File: src/rtl/cmd_resp_master.sv
// cmd_resp_master: host-side UART command initiator.
// Sends a 16-bit command as two back-to-back 8N1 frames (high byte first),
// then counts response bytes on RX until the opcode's expected count
// (ENTRIES for a dump, otherwise 1) is reached.
// Optional: define CMD_RESP_TIMEOUT_EN to abandon WAIT_RESP after
// TIMEOUT_CYC idle-RX clocks; otherwise timeout is tied low.
module cmd_resp_master #(
  parameter int BAUD_DIV    = 2604,
  parameter int ENTRIES     = 384,
  parameter int LOG2        = 9,
  parameter int TIMEOUT_CYC = 1000000
) (
  input  logic            clk,
  input  logic            rst_n,
  input  logic [15:0]     cmd,
  input  logic            snd_cmd,
  output logic            TX,
  input  logic            RX,
  output logic            busy,
  output logic            cmd_cmplt,
  output logic            rdy,
  output logic [7:0]      rx_data,
  input  logic            clr_rdy,
  output logic [LOG2-1:0] resp_cnt,
  output logic            overrun,
  output logic            frm_err,
  output logic            timeout
);

  localparam logic [15:0]   BIT_LAST  = 16'(BAUD_DIV - 1);
  localparam logic [15:0]   HALF_LAST = 16'(BAUD_DIV / 2 - 1);
  // One extra bit so the expected count can equal 2^LOG2
  localparam logic [LOG2:0] DUMP_CNT  = (LOG2+1)'(ENTRIES);
  localparam logic [LOG2:0] ONE_CNT   = (LOG2+1)'(1);

  typedef enum logic [1:0] {IDLE, TX_HI, TX_LO, WAIT_RESP} state_t;
  typedef enum logic [1:0] {R_IDLE, R_START, R_DATA, R_STOP} rx_state_t;

  state_t        state;
  logic [7:0]    cmd_lo;
  logic [LOG2:0] exp_cnt;
  logic [LOG2:0] cnt_nxt;
  logic [15:0]   tx_baud;
  logic [3:0]    tx_bit;
  logic [8:0]    tx_sh;

  rx_state_t     rx_st;
  logic          rx_s1, rx_s2, rx_prev, rx_fall;
  logic [15:0]   rx_baud;
  logic [2:0]    rx_bits;
  logic [7:0]    rx_sh;
  logic          rx_vld, rx_ferr;

  assign rx_fall = rx_prev & ~rx_s2;
  assign cnt_nxt = {1'b0, resp_cnt} + ONE_CNT;

`ifdef CMD_RESP_TIMEOUT_EN
  localparam logic [31:0] TMO_LAST = 32'(TIMEOUT_CYC - 1);
  logic [31:0] tmo_cnt;
  logic        rx_start;
  assign rx_start = rx_fall && (rx_st == R_IDLE);
`else
  assign timeout = 1'b0;
`endif

  // Two-flop synchronizer plus one delayed copy for falling-edge detect
  always_ff @(posedge clk or negedge rst_n) begin
    if (!rst_n) begin
      rx_s1   <= 1'b1;
      rx_s2   <= 1'b1;
      rx_prev <= 1'b1;
    end else begin
      rx_s1   <= RX;
      rx_s2   <= rx_s1;
      rx_prev <= rx_s2;
    end
  end

  // Receiver: mid-bit sampling, glitch reject on start, one-cycle result pulses
  always_ff @(posedge clk or negedge rst_n) begin
    if (!rst_n) begin
      rx_st   <= R_IDLE;
      rx_baud <= '0;
      rx_bits <= '0;
      rx_sh   <= '0;
      rx_vld  <= 1'b0;
      rx_ferr <= 1'b0;
    end else begin
      rx_vld  <= 1'b0;
      rx_ferr <= 1'b0;
      case (rx_st)
        R_IDLE: if (rx_fall) begin
          rx_st   <= R_START;
          rx_baud <= '0;
        end
        R_START: begin
          if (rx_baud == HALF_LAST) begin
            rx_baud <= '0;
            rx_bits <= '0;
            rx_st   <= rx_s2 ? R_IDLE : R_DATA;
          end else begin
            rx_baud <= rx_baud + 16'd1;
          end
        end
        R_DATA: begin
          if (rx_baud == BIT_LAST) begin
            rx_baud <= '0;
            rx_sh   <= {rx_s2, rx_sh[7:1]};
            rx_bits <= rx_bits + 3'd1;
            if (rx_bits == 3'd7) rx_st <= R_STOP;
          end else begin
            rx_baud <= rx_baud + 16'd1;
          end
        end
        R_STOP: begin
          if (rx_baud == BIT_LAST) begin
            rx_baud <= '0;
            rx_vld  <= rx_s2;
            rx_ferr <= ~rx_s2;
            rx_st   <= R_IDLE;
          end else begin
            rx_baud <= rx_baud + 16'd1;
          end
        end
        default: rx_st <= R_IDLE;
      endcase
    end
  end

  // Command FSM: transmit both frames, then deliver and count responses
  always_ff @(posedge clk or negedge rst_n) begin
    if (!rst_n) begin
      state     <= IDLE;
      TX        <= 1'b1;
      busy      <= 1'b0;
      cmd_cmplt <= 1'b0;
      rdy       <= 1'b0;
      rx_data   <= '0;
      resp_cnt  <= '0;
      overrun   <= 1'b0;
      frm_err   <= 1'b0;
      cmd_lo    <= '0;
      exp_cnt   <= '0;
      tx_baud   <= '0;
      tx_bit    <= '0;
      tx_sh     <= '1;
`ifdef CMD_RESP_TIMEOUT_EN
      timeout   <= 1'b0;
      tmo_cnt   <= '0;
`endif
    end else begin
      if (clr_rdy) rdy <= 1'b0;
      if (rx_ferr) frm_err <= 1'b1;
      case (state)
        IDLE: if (snd_cmd) begin
          cmd_lo    <= cmd[7:0];
          exp_cnt   <= (cmd[15:14] == 2'b10) ? DUMP_CNT : ONE_CNT;
          resp_cnt  <= '0;
          cmd_cmplt <= 1'b0;
          overrun   <= 1'b0;
          frm_err   <= 1'b0;
`ifdef CMD_RESP_TIMEOUT_EN
          timeout   <= 1'b0;
`endif
          busy      <= 1'b1;
          TX        <= 1'b0;
          tx_sh     <= {1'b1, cmd[15:8]};
          tx_bit    <= '0;
          tx_baud   <= '0;
          state     <= TX_HI;
        end
        TX_HI, TX_LO: begin
          if (tx_baud == BIT_LAST) begin
            tx_baud <= '0;
            if (tx_bit == 4'd9) begin
              tx_bit <= '0;
              if (state == TX_HI) begin
                // Low byte's start bit follows the stop bit with no gap
                TX    <= 1'b0;
                tx_sh <= {1'b1, cmd_lo};
                state <= TX_LO;
              end else begin
                TX    <= 1'b1;
                state <= WAIT_RESP;
`ifdef CMD_RESP_TIMEOUT_EN
                tmo_cnt <= '0;
`endif
              end
            end else begin
              TX     <= tx_sh[0];
              tx_sh  <= {1'b1, tx_sh[8:1]};
              tx_bit <= tx_bit + 4'd1;
            end
          end else begin
            tx_baud <= tx_baud + 16'd1;
          end
        end
        WAIT_RESP: begin
          if (rx_vld) begin
            resp_cnt <= cnt_nxt[LOG2-1:0];
            // A byte still unacknowledged is kept; the newcomer is lost
            if (rdy && !clr_rdy) begin
              overrun <= 1'b1;
            end else begin
              rx_data <= rx_sh;
              rdy     <= 1'b1;
            end
            if (cnt_nxt == exp_cnt) begin
              cmd_cmplt <= 1'b1;
              busy      <= 1'b0;
              state     <= IDLE;
            end
          end
`ifdef CMD_RESP_TIMEOUT_EN
          if (rx_start) tmo_cnt <= '0;
          else          tmo_cnt <= tmo_cnt + 32'd1;
          if (!rx_vld && tmo_cnt == TMO_LAST) begin
            timeout <= 1'b1;
            busy    <= 1'b0;
            state   <= IDLE;
          end
`endif
        end
        default: state <= IDLE;
      endcase
    end
  end

endmodule

File: config.mk
export PLATFORM = sky130hd
export DESIGN_NAME = cmd_resp_master
export DESIGN_NICKNAME = d
export VERILOG_FILES = /design/src/rtl/cmd_resp_master.sv
export SDC_FILE = /design/constraint.sdc
export NUM_CORES = 1
export LEC_CHECK = 0
export CELL_PAD_IN_SITES_DETAIL_PLACEMENT = 1
export CELL_PAD_IN_SITES_GLOBAL_PLACEMENT = 1
export CORE_MARGIN = 2
export CORE_UTILIZATION = 41
export CTS_CLUSTER_SIZE = 40
export DETAILED_ROUTE_END_ITERATION = 12
export GPL_TIMING_DRIVEN = 0
export PLACE_DENSITY = 0.73
export SYNTH_ARGS = -nofsm -noshare
export SYNTH_HDL_FRONTEND = slang
export SYNTH_SLANG_ARGS = --single-unit
export TNS_END_PERCENT = 1
File: constraint.sdc
create_clock -name clk -period 2.11 [get_ports clk]
set_input_delay 0.3165 -clock clk [delete_from_list [all_inputs] [get_ports clk]]
set_output_delay 0.3165 -clock clk [all_outputs]
set_load 0.01 [all_outputs]
==> metrics.yaml, run 1 <==
dpl.hpwl_microns: 8210
area_of_the_placeable_core_sq_um: 12000
layout.nets: 579
critPathMaxFanout: 8
htreeDepth: 3
clockRootBuffer: "sky130_fd_sc_hd__clkbuf_16"
drt_first_iter_violations: 127
setup_viol: 31
avgRoutedWirePerCell_microns: 17.8
slew-limit-headroom_pct: 42.4
clock_tree_from_tritoncts: "built"
initial_core_util_pct: 42.0
synth.area.top_cells: "sky130_fd_sc_hd__dfrtp_1 (42%), sky130_fd_sc_hd__dfstp_2 (6.3%), sky130_fd_sc_hd__mux2_2 (5.4%)"
violations: "setup timing"
clock_sink_count: 97
rows: 40
yosys.area.top_type: "sky130_fd_sc_hd__dfrtp_1"
muxShareOfSynthArea_pct: 10.4
crit_path_max_incr_delay_ps: 570
num_io_pins: 45
detail_route.wirelength_microns: 12400
setup_repair_after_global_routing_missed_its_margin: "yes"
chipHeight_microns: 115
combinational_family_with_the_most_area_after_synthesis: "simple AND/OR/NAND/NOR gates"
final_std_cells_w_o_fill: 699
die-area_sq_um: 13200
min_from: "rx_s1"
grt_pass1_vias: 4229
via_count: 3962
worst_r2r_startpoint: "rx_baud[2]"
hold_path_class: "reg2reg"
drv_cap: 0
fin_tns_setup_ps: -2810
synth_simple_gate_area_share_pct: 16.4
path_cells: "or4b_4, buf_6, o41ai_4, and2_4, buf_8, o21ai_1, a21o_1"
rrSetupSlack_ps: -150
hold_viol: 0
max_slew.worst_pin.slew_ps: 859
routabilityCongestion: 0.836
synth.net_count: 510
fin_worst_skew_ps: 6.90
adder_cell_share_of_the_synthesized_area_pct: 2.74
synth-compound-area-share_pct: 15.0
cts-root-to-sink-buffers: 2
vdd_drop_max_uv: 540
grt_pass1_wl_microns: 20900
holdPathEnd: "rx_s2"
drt_pre_antenna_iters: 4
cts_buffers: 9
required_ps: 2360
layout.filler_cells: 1298
path_clk_slew_ps: 70
grt_usage_pct: 20.1
synth-seq-area-share_pct: 48.6
synth-xor-area-share_pct: 2.62
worst_r2r_endpoint: "rx_baud[2]"
synth_seq_cells: 97
finalCritPeriodShare_pct: 107
drc: 0
grt_start_max_net_pins: 65
clk_latency_ps: 350
critical-path-top-delay-family: "simple AND/OR/NAND/NOR gates"
antenna_cells: 0
synthesis.yosys.warnings: 0
maxSlewViolCount: 0
synth-edff-count: 0
cellPowerDensity_nw_per_um2: 697
finish.utilization_pct: 52.8
crit_path_end_kind: "register"
holdPathStages: 0
final_layout_size_suffix_gt1_share_pct: 23.2
critical_path_cell_with_the_highest_stage_delay: "sky130_fd_sc_hd__or4b_4"
final.min_clock_period_ps: 2260
worstRegToRegCells: 7
number_of_antenna_violations_at_the_first_check_in_global_routing: 0
ys_dominant_reg_cell: "sky130_fd_sc_hd__dfrtp_1"
synthToLayoutAreaGrowth_pct: 25.7
placed_cells: 669
vias_per_cell: 5.67
setup.worst_path.start_class: "register"
run_status: "complete, but fails checks"
crit_arrival_ps: 2510
place.port_buffers: 43
gr-total-overflow: 0
worstSetupPathType: "reg2reg"
postSynthCellCount: 478
detail-route-antenna-nets: 0
critical_path_buf_inv_count: 2
p_leak_nw: 2.80
die_w_microns: 115
synthArstFlopShare_pct: 100
synthesized_area_sq_um: 5020
fmax_ghz: 0.442
avgSynthCellArea_sq_um: 10.5
proportion_of_netlist_area_held_by_the_largest_area_contributor_pct: 42.4
layout_setup_ws_ps: -153
synth_cell_type_count: 63
[cells in the mapped netlist, types with 6 or more instances]
cell type / number
sky130_fd_sc_hd__mux2_4: 8
sky130_fd_sc_hd__o22ai_1: 6
sky130_fd_sc_hd__o21ai_0: 36
sky130_fd_sc_hd__and2_1: 9
sky130_fd_sc_hd__mux2_2: 24
sky130_fd_sc_hd__nor2_1: 38
sky130_fd_sc_hd__nand4_1: 6
sky130_fd_sc_hd__dfstp_2: 12
sky130_fd_sc_hd__and3_1: 12
sky130_fd_sc_hd__clkbuf_1: 15
sky130_fd_sc_hd__dfrtp_1: 85
sky130_fd_sc_hd__a21oi_1: 21
sky130_fd_sc_hd__nand2_1: 28
sky130_fd_sc_hd__mux2i_1: 13
sky130_fd_sc_hd__xor2_1: 11
sky130_fd_sc_hd__o31ai_1: 12
sky130_fd_sc_hd__inv_1: 17
sky130_fd_sc_hd__nand3_1: 20
sky130_fd_sc_hd__a21o_1: 11
sky130_fd_sc_hd__ha_1: 11
sky130_fd_sc_hd__nor3b_1: 6
[stage by stage]
stage | setup WS [ps] | area (sq um) | hold WS (ps) | power, mW
5_1_grt | -248 | 6310 | 364 | 4.58
4_1_cts | -126 | 6160 | 354 | 4.36
6_report | -153 | 6310 | 360 | 4.40
2_1_floorplan | -26.3 | 5020 | 20.9 | 2.34
3_3_place_gp | -3040 | 5640 | 349 | 2.51
3_5_place_dp | -467 | 5660 | 310 | 2.53
[worst register-to-register path: stages, from the launching register on]
cell,delay (ps)
sky130_fd_sc_hd__dfrtp_2,420
sky130_fd_sc_hd__or4b_4,570
sky130_fd_sc_hd__buf_6,140
sky130_fd_sc_hd__o41ai_4,350
sky130_fd_sc_hd__and2_4,280
sky130_fd_sc_hd__buf_8,130
sky130_fd_sc_hd__o21ai_1,60
sky130_fd_sc_hd__a21o_1,200
[worst max path at each step]
stage,start,endpoint,slack [ps],cells after the start
6_report,rx_baud[2],rx_baud[2],-150,7
2_1_floorplan,resp_cnt[0],state[1],-30,8
3_5_place_dp,resp_cnt[0],state[1],-470,8
5_1_grt,resp_cnt[3],state[1],-250,7
3_3_place_gp,rst_n,cmd_lo[3],-3040,1
4_1_cts,rx_baud[4],rx_baud[8],-130,8
[power by group]
part           internal [mW]  total (mW)  switching (mW)
Combinational          0.298       0.620           0.323
Clock                   1.04        1.79           0.745
Sequential              1.92        1.99          0.0736
Total                   3.26        4.40            1.14
[cell families (layout without fill, tap and decap cells)]
group                      Yosys count  count (layout)
xor gates and xnor gates            15              15
adders and majority gates           11              11
buffers and inverters               41             114
other                                1               1
and+or+nand+nor                    153             154
DFF                                 97              97
AOI/OAI and AO/OA                  115             115
muxes                               45              45
[per-layer routing]
layer | GRT usage, % | routed length, microns | vias up
met2 | 34.9 | 6380 | 44
met4 | 8.70 | 230 | 0
met1 | 25.2 | 5580 | 2047
met3 | 2.70 | 225 | 16
met5 | 0 | 0 | -
li1 | - | - | 1855
[layout make-up]
| class | instances | area [sq um] | share of cell area (%) |
|---|---|---|---|
| plain buffers | 21 | 141 | 2.24 |
| clock buffers | 10 | 229 | 3.63 |
| clock inverters | 6 | 92.6 | 1.47 |
| inverters | 17 | 63.8 | 1.01 |
| multi-input cells | 341 | 2550 | 40.5 |
| flip-flops and latches | 97 | 2450 | 38.8 |
| well taps | 147 | 184 | 2.91 |
| repair buffers | 60 | 599 | 9.49 |
[cell usage in the layout (no fill, tap or decap), types with 12 or more instances in the layout]
master,n
sky130_fd_sc_hd__a21oi_1,20
sky130_fd_sc_hd__and3_1,12
sky130_fd_sc_hd__buf_4,16
sky130_fd_sc_hd__clkdlybuf4s50_1,42
sky130_fd_sc_hd__dfrtp_1,80
sky130_fd_sc_hd__dfstp_2,12
sky130_fd_sc_hd__inv_1,17
sky130_fd_sc_hd__mux2_2,24
sky130_fd_sc_hd__mux2i_1,13
sky130_fd_sc_hd__nand2_1,27
sky130_fd_sc_hd__nand3_1,18
sky130_fd_sc_hd__nor2_1,37
sky130_fd_sc_hd__o21ai_0,35
[sequential cells by signal, summed over array words and instances (netlist names), 2 cells and up, named ones only]
name      count
tx_bit        4
tx_baud      16
state         2
cmd_lo        8
resp_cnt      9
rx_bits       3
exp_cnt       2
rx_data       8
rx_sh         8
rx_baud      16
tx_sh         8
[timing repair]
item                                   in CTS  in global routing
hold buffers                                1                  0
cloned                                      1                  1
resized for setup                          30                 21
setup endpoints to repair                  57                 66
buffers inserted                            8                  6
endpoints found under the hold margin      29                  0
pin swaps                                   9                 18
Note: power is estimated with default switching activity, not from simulation.
==> run 2, diff against run 1 <==
--- a/config.mk
+++ b/config.mk
@@ -5,6 +5,7 @@
 export SDC_FILE = /design/constraint.sdc
 export NUM_CORES = 1
 export LEC_CHECK = 0
+export CAP_MARGIN = 10
 export CELL_PAD_IN_SITES_DETAIL_PLACEMENT = 1
 export CELL_PAD_IN_SITES_GLOBAL_PLACEMENT = 1
 export CORE_MARGIN = 2
==> results of run 2 <==
Final layout, timing and power as in run 1 (identical DEF).
==> run 3, diff against run 2 <==
--- a/config.mk
+++ b/config.mk
@@ -13,7 +13,9 @@
 export CTS_CLUSTER_SIZE = 40
 export DETAILED_ROUTE_END_ITERATION = 12
 export GPL_TIMING_DRIVEN = 0
+export HOLD_SLACK_MARGIN = 0.15
 export PLACE_DENSITY = 0.73
+export SKIP_CTS_REPAIR_TIMING = 1
 export SYNTH_ARGS = -nofsm -noshare
 export SYNTH_HDL_FRONTEND = slang
 export SYNTH_SLANG_ARGS = --single-unit
==> constraint.sdc (replaced) <==
create_clock -name clk -period 2 [get_ports clk]
set_input_delay 0.3 -clock clk [delete_from_list [all_inputs] [get_ports clk]]
set_output_delay 0.3 -clock clk [all_outputs]
set_load 0.01 [all_outputs]
==> run 3 against run 2 <==
  * First-iteration DRC count rose by 9.4%
  * Flip-flop and latch count did not move
  * The run still ends with setup timing left
  * Cell count fell by 0.72%
  * Largest power group unchanged
  * Global-route usage fell by 0.77 points
  * Sequential power rose by 6%
  * Clock-buffer cell count fell by 1
==> metrics.yaml, run 3 (synthesis results as in run 1) <==
run_status: "complete, but fails checks"
violations: "setup timing"
area_of_the_placeable_core_sq_um: 12000  # unchanged
p_leak_nw: 2.83  # +0.87%
fin_worst_skew_ps: 5.10  # -1.80 ps
initial_core_util_pct: 42.0  # unchanged
htreeDepth: 3  # unchanged
vias_per_cell: 5.59  # -1.4%
worst_r2r_endpoint: "rx_baud[2]"
vdd_drop_max_uv: 402  # -26%
finish.utilization_pct: 52.8  # about the same
hold_path_class: "in2reg"
routabilityCongestion: 0.834  # -0.23%
crit_path_end_kind: "register"
antenna_cells: 0  # unchanged
finalCritPeriodShare_pct: 111  # +4.1 points
detail-route-antenna-nets: 0  # unchanged
layout_setup_ws_ps: -227  # -73.6 ps
required_ps: 2240  # -120 ps
avgRoutedWirePerCell_microns: 17.6  # -0.89%
rows: 40  # unchanged
number_of_antenna_violations_at_the_first_check_in_global_routing: 0  # unchanged
path_clk_slew_ps: 70  # about the same
clock_sink_count: 97  # unchanged
slew-limit-headroom_pct: 36.4  # -6.0 points
overall_power_mw: 4.58  # +3.9%
gr-total-overflow: 0  # unchanged
layout.nets: 574  # -0.86%
fmax_ghz: 0.449  # +1.6%
chipHeight_microns: 115  # unchanged
placed_cells: 669  # unchanged
drt_pre_antenna_iters: 4  # unchanged
maxSlewViolCount: 0  # unchanged
clockRootBuffer: "sky130_fd_sc_hd__clkbuf_16"
worstSetupPathType: "reg2reg"
reg.largest.list: "rx_baud: 16 flops, tx_baud: 16 flops, resp_cnt: 9 flops"
final_layout_size_suffix_gt1_share_pct: 24.7  # +1.5 points
final_cell_mix: "sky130_fd_sc_hd__dfrtp_1 (79), sky130_fd_sc_hd__clkdlybuf4s50_1 (42), sky130_fd_sc_hd__nor2_1 (37), sky130_fd_sc_hd__o21ai_0 (32), sky130_fd_sc_hd__nand2_1 (27)"
holdPathEnd: "rx_s1"
setup_repair_after_global_routing_missed_its_margin: "yes"
final_std_cells_w_o_fill: 694  # -0.72%
worst_r2r_startpoint: "rx_baud[4]"
grt_usage_pct: 19.4  # -0.77 points
detail_route.wirelength_microns: 12200  # -1.6%
critPathMaxFanout: 8  # unchanged
die_w_microns: 115  # unchanged
grt_start_max_net_pins: 62  # -4.6%
holdPathStages: 1  # +1
final.min_clock_period_ps: 2230  # -36.4 ps
grt_pass1_vias: 4052  # -4.2%
crit_arrival_ps: 2470  # -40 ps
place.port_buffers: 43  # unchanged
drv_cap: 0  # unchanged
grt_pass1_wl_microns: 20300  # -3.2%
setup_viol: 35  # +13%
cts-root-to-sink-buffers: 2  # unchanged
via_count: 3879  # -2.1%
most_frequent_standard_cell_in_the_layout_excluding_fill_and_tap_cells: "sky130_fd_sc_hd__dfrtp_1"
clock_tree_from_tritoncts: "built"
cts_buffers: 9  # unchanged
max_slew.worst_pin.slew_ps: 948  # +89.8 ps
worstRegToRegCells: 6  # -1
setup.worst_path.start_class: "register"
hold_viol: 0  # unchanged
clk_latency_ps: 350  # about the same
dpl.hpwl_microns: 8210  # about the same
cellPowerDensity_nw_per_um2: 725  # +4.0%
num_io_pins: 45  # unchanged
synthToLayoutAreaGrowth_pct: 25.6  # about the same
drc: 0  # unchanged
die-area_sq_um: 13200  # unchanged
drt_first_iter_violations: 139  # +9.4%
rrSetupSlack_ps: -230  # -70 ps
min_from: "RX"
[run 3: cell types whose count changed in the layout (fill, tap and decap cells not counted), moves of 2 or more]
cell / delta
sky130_fd_sc_hd__o21ai_0: -3
sky130_fd_sc_hd__inv_6: +3
sky130_fd_sc_hd__clkbuf_1: -4
sky130_fd_sc_hd__clkbuf_2: +2
sky130_fd_sc_hd__buf_6: -2
sky130_fd_sc_hd__ha_4: +2
sky130_fd_sc_hd__o21ai_2: +3
[run 3: power breakdown]
part / switching (mW) / total, mW / internal (mW)
Sequential: 0.0863 / 2.11 / 2.03
Combinational: 0.354 / 0.677 / 0.323
Clock: 0.803 / 1.79 / 0.984
Total: 1.24 / 4.58 / 3.33
[run 3: routing by layer]
metal | part of all wire (%) | global-route usage (%) | up-vias
met5 | 0 | 0 | -
met3 | 2.0 | 2.49 | 11
met1 | 45 | 24.5 | 1976
met4 | 1.4 | 6.67 | 0
li1 | - | - | 1849
met2 | 52 | 34.1 | 43
[run 3: layout make-up]
type / instances / area, sq um
multi-input combinational: 341 / 2610
tap: 147 / 184
sequential: 97 / 2450
buffer: 18 / 124
fill: 1266 / 5650
timing repair buffer: 58 / 581
inverter: 17 / 63.8
clock buffer: 9 / 225
clock inverter: 7 / 77.6
[run 3: how the worst max path moves through the flow]
stage	from	endpoint	slack (ps)	cells past startpoint
CTS	state[0]	tx_sh[1]	-510	7
floorplan	rx_baud[2]	rx_sh[0]	-110	7
finish	rx_baud[4]	rx_baud[2]	-230	6
global route	rx_baud[4]	rx_baud[2]	-290	6
global placement	rst_n	rx_baud[12]	-3130	1
detailed placement	state[0]	tx_sh[7]	-500	7
[run 3: per-stage QoR]
step	setup slack (ps)	TNS [ps]	hold WS, ps	cell area, sq um
after floorplan	-110	-1360	4.41	5030
after global placement	-3130	-302260	347	5650
after detailed placement	-504	-15700	307	5670
after CTS	-512	-16880	-71.4	5980
after global routing	-290	-9330	352	6310
final	-227	-5070	348	6310
[run 3: critical path: stages (launching register included)]
cell and delay [ps]:
sky130_fd_sc_hd__dfrtp_2 440, sky130_fd_sc_hd__or4b_4 590, sky130_fd_sc_hd__o41ai_4 430, sky130_fd_sc_hd__and2_4 270, sky130_fd_sc_hd__buf_8 140, sky130_fd_sc_hd__o21ai_2 60, sky130_fd_sc_hd__a21o_1 190
==> patch (flow settings as in run 3) <==
Re-encode `state_t` (4 states) as Gray code, 2 bits wide.
--- a/src/rtl/cmd_resp_master.sv
+++ b/src/rtl/cmd_resp_master.sv
@@ -35,3 +35,3 @@
 
-  typedef enum logic [1:0] {IDLE, TX_HI, TX_LO, WAIT_RESP} state_t;
+  typedef enum logic [1:0] {IDLE = 2'b00, TX_HI = 2'b01, TX_LO = 2'b11, WAIT_RESP = 2'b10} state_t;
   typedef enum logic [1:0] {R_IDLE, R_START, R_DATA, R_STOP} rx_state_t;
Function: no difference found for any inputs over 10 cycles, from zero or initial values and one cycle with rst_n low; not proved beyond that.
==> patch against run 3 <==
  * The flow still finishes with violations (setup timing)
  * Routed wire length increased by 8.0%
  * Synthesized area decreased by 0.25%
  * Worst setup slack improved by 56 ps
  * First-iteration DRC count increased by 25%
  * Sequential cell count unchanged
  * Die area decreased by 0.24%
  * Critical path depth increased by 4
  * Design area increased by 1.1%
  * Power increased by 21%
  * Critical path type unchanged
  * Critical endpoint is now rx_baud[9]
  * Largest power group unchanged
  * Highest routed layer unchanged
==> patch: results (changes against run 3) <==
set qor(ctsLongestPathBuffers) 2 ;# unchanged
set qor(track_usage_pct) 20.2 ;# +0.78 points
set qor(peakVddDrop_mv) 0.453 ;# +13%
set qor(cp_max_stage_cell) {sky130_fd_sc_hd__dfrtp_1}
set qor(p_leak_nw) 2.70 ;# -4.3%
set qor(initial_antenna_violation_count) 0 ;# unchanged
set qor(cellPowerDensity_nw_per_um2) 870 ;# +20%
set qor(drt_first_iter_violations) 174 ;# +25%
set qor(nets_finish) 610 ;# +6.3%
set qor(status) {finished, violations left}
set qor(arrival_ps) 2420 ;# -50 ps
set qor(synth_top_cells_by_count) {sky130_fd_sc_hd__dfrtp_1 (85), sky130_fd_sc_hd__o21ai_0 (52), sky130_fd_sc_hd__nand2_1 (51)}
set qor(fillers) 1329 ;# +5.0%
set qor(fin_skew_ps) 6.82 ;# +1.72 ps
set qor(layout-drive-gt1-share_pct) 25.8 ;# +1.1 points
set qor(critical_path.max_stage_delay_ps) 380 ;# -210 ps
set qor(placed_cells) 703 ;# +5.1%
set qor(drt-wirelength-per-cell_um) 18.0 ;# +2.3%
set qor(critical_path.max_fanout) 5 ;# -3
set qor(ys_types) 65 ;# +3.2%
set qor(synthCells) 512 ;# +7.1%
set qor(fin_setup_tns_ps) -3000 ;# +2070 ps
set qor(yosysSeqAreaShare_pct) 48.8 ;# +0.12 points
set qor(holdPathStages) 1 ;# unchanged
set qor(worst_setup_slack_before_clock_tree_synthesis_ps) -419 ;# +84.4 ps
set qor(hpwlAfterDp_um) 8640 ;# +5.3%
set qor(setup_violations) 33 ;# -5.7%
set qor(post_dp_cell_area_um2) 5650 ;# -0.44%
set qor(layout_setup_ws_ps) -172 ;# +55.5 ps
set qor(mappedNetlistNets) 541 ;# +6.1%
set qor(failing_checks) {setup timing}
set qor(worst_slew_margin_rel_pct) 59.4 ;# +23 points
set qor(worstRegToRegCells) 10 ;# +4
set qor(routabilityCongestion) 0.803 ;# -3.7%
patch: cell types whose count changed after synthesis, sizes merged, moves of 6 or more:
cell	change
a31oi	+22
xor2	-7
nor2	+6
nand2	+23
o21ai	+13
mux2i	-12
nor3	+7
patch: layout make-up:
class / count / area share [%]
Tap cell: 147 / 2.88
Timing Repair Buffer: 64 / 9.81
Clock inverter: 7 / 1.47
Multi-Input combinational cell: 372 / 40.8
Clock buffer: 9 / 3.53
Inverter: 12 / 0.706
Buffer: 25 / 2.28
Sequential cell: 97 / 38.5
patch: kinds of logic after synthesis:
logic type | count (synthesis) | share of synthesized area [%]
AO/OA/AOI/OAI | 131 | 16.6
XOR/XNOR | 7 | 1.22
adder cells (fa/ha/maj) | 8 | 2.00
buffers and inverters | 43 | 3.82
flip-flops | 97 | 48.8
multiplexers | 34 | 7.62
other | 1 | 0.0749
AND/OR/NAND/NOR | 191 | 20.0
patch: power breakdown:
| part | internal, mW | switching, mW |
|---|---|---|
| logic | 0.603 | 0.648 |
| clock network | 0.902 | 0.876 |
| registers | 2.21 | 0.310 |
| total | 3.71 | 1.83 |
patch: per-layer routing:
layer | share of wire (%) | global-route usage [%]
met3 | 3.0 | 5.03
met5 | 0 | 0
met1 | 45 | 26.5
met4 | 0.99 | 4.55
met2 | 51 | 33.6
patch: path summary, 6_finish.rpt:
check	to	from
max	rx_baud[9]	rx_baud[1]
min	rx_s1	RX
max reg2reg	rx_baud[9]	rx_baud[1]
min reg2reg	rx_s2	rx_s1
max in group asynchronous	tx_sh[4]	rst_n
min in group asynchronous	resp_cnt[3]	rst_n
patch: worst max-delay path, delay by kind of cell (launching register included):
kind	cells	cell delay, ps
buf+inv	3	350
flops	1	380
simple gates	3	550
fa+ha+maj	1	170
compound gates	3	610
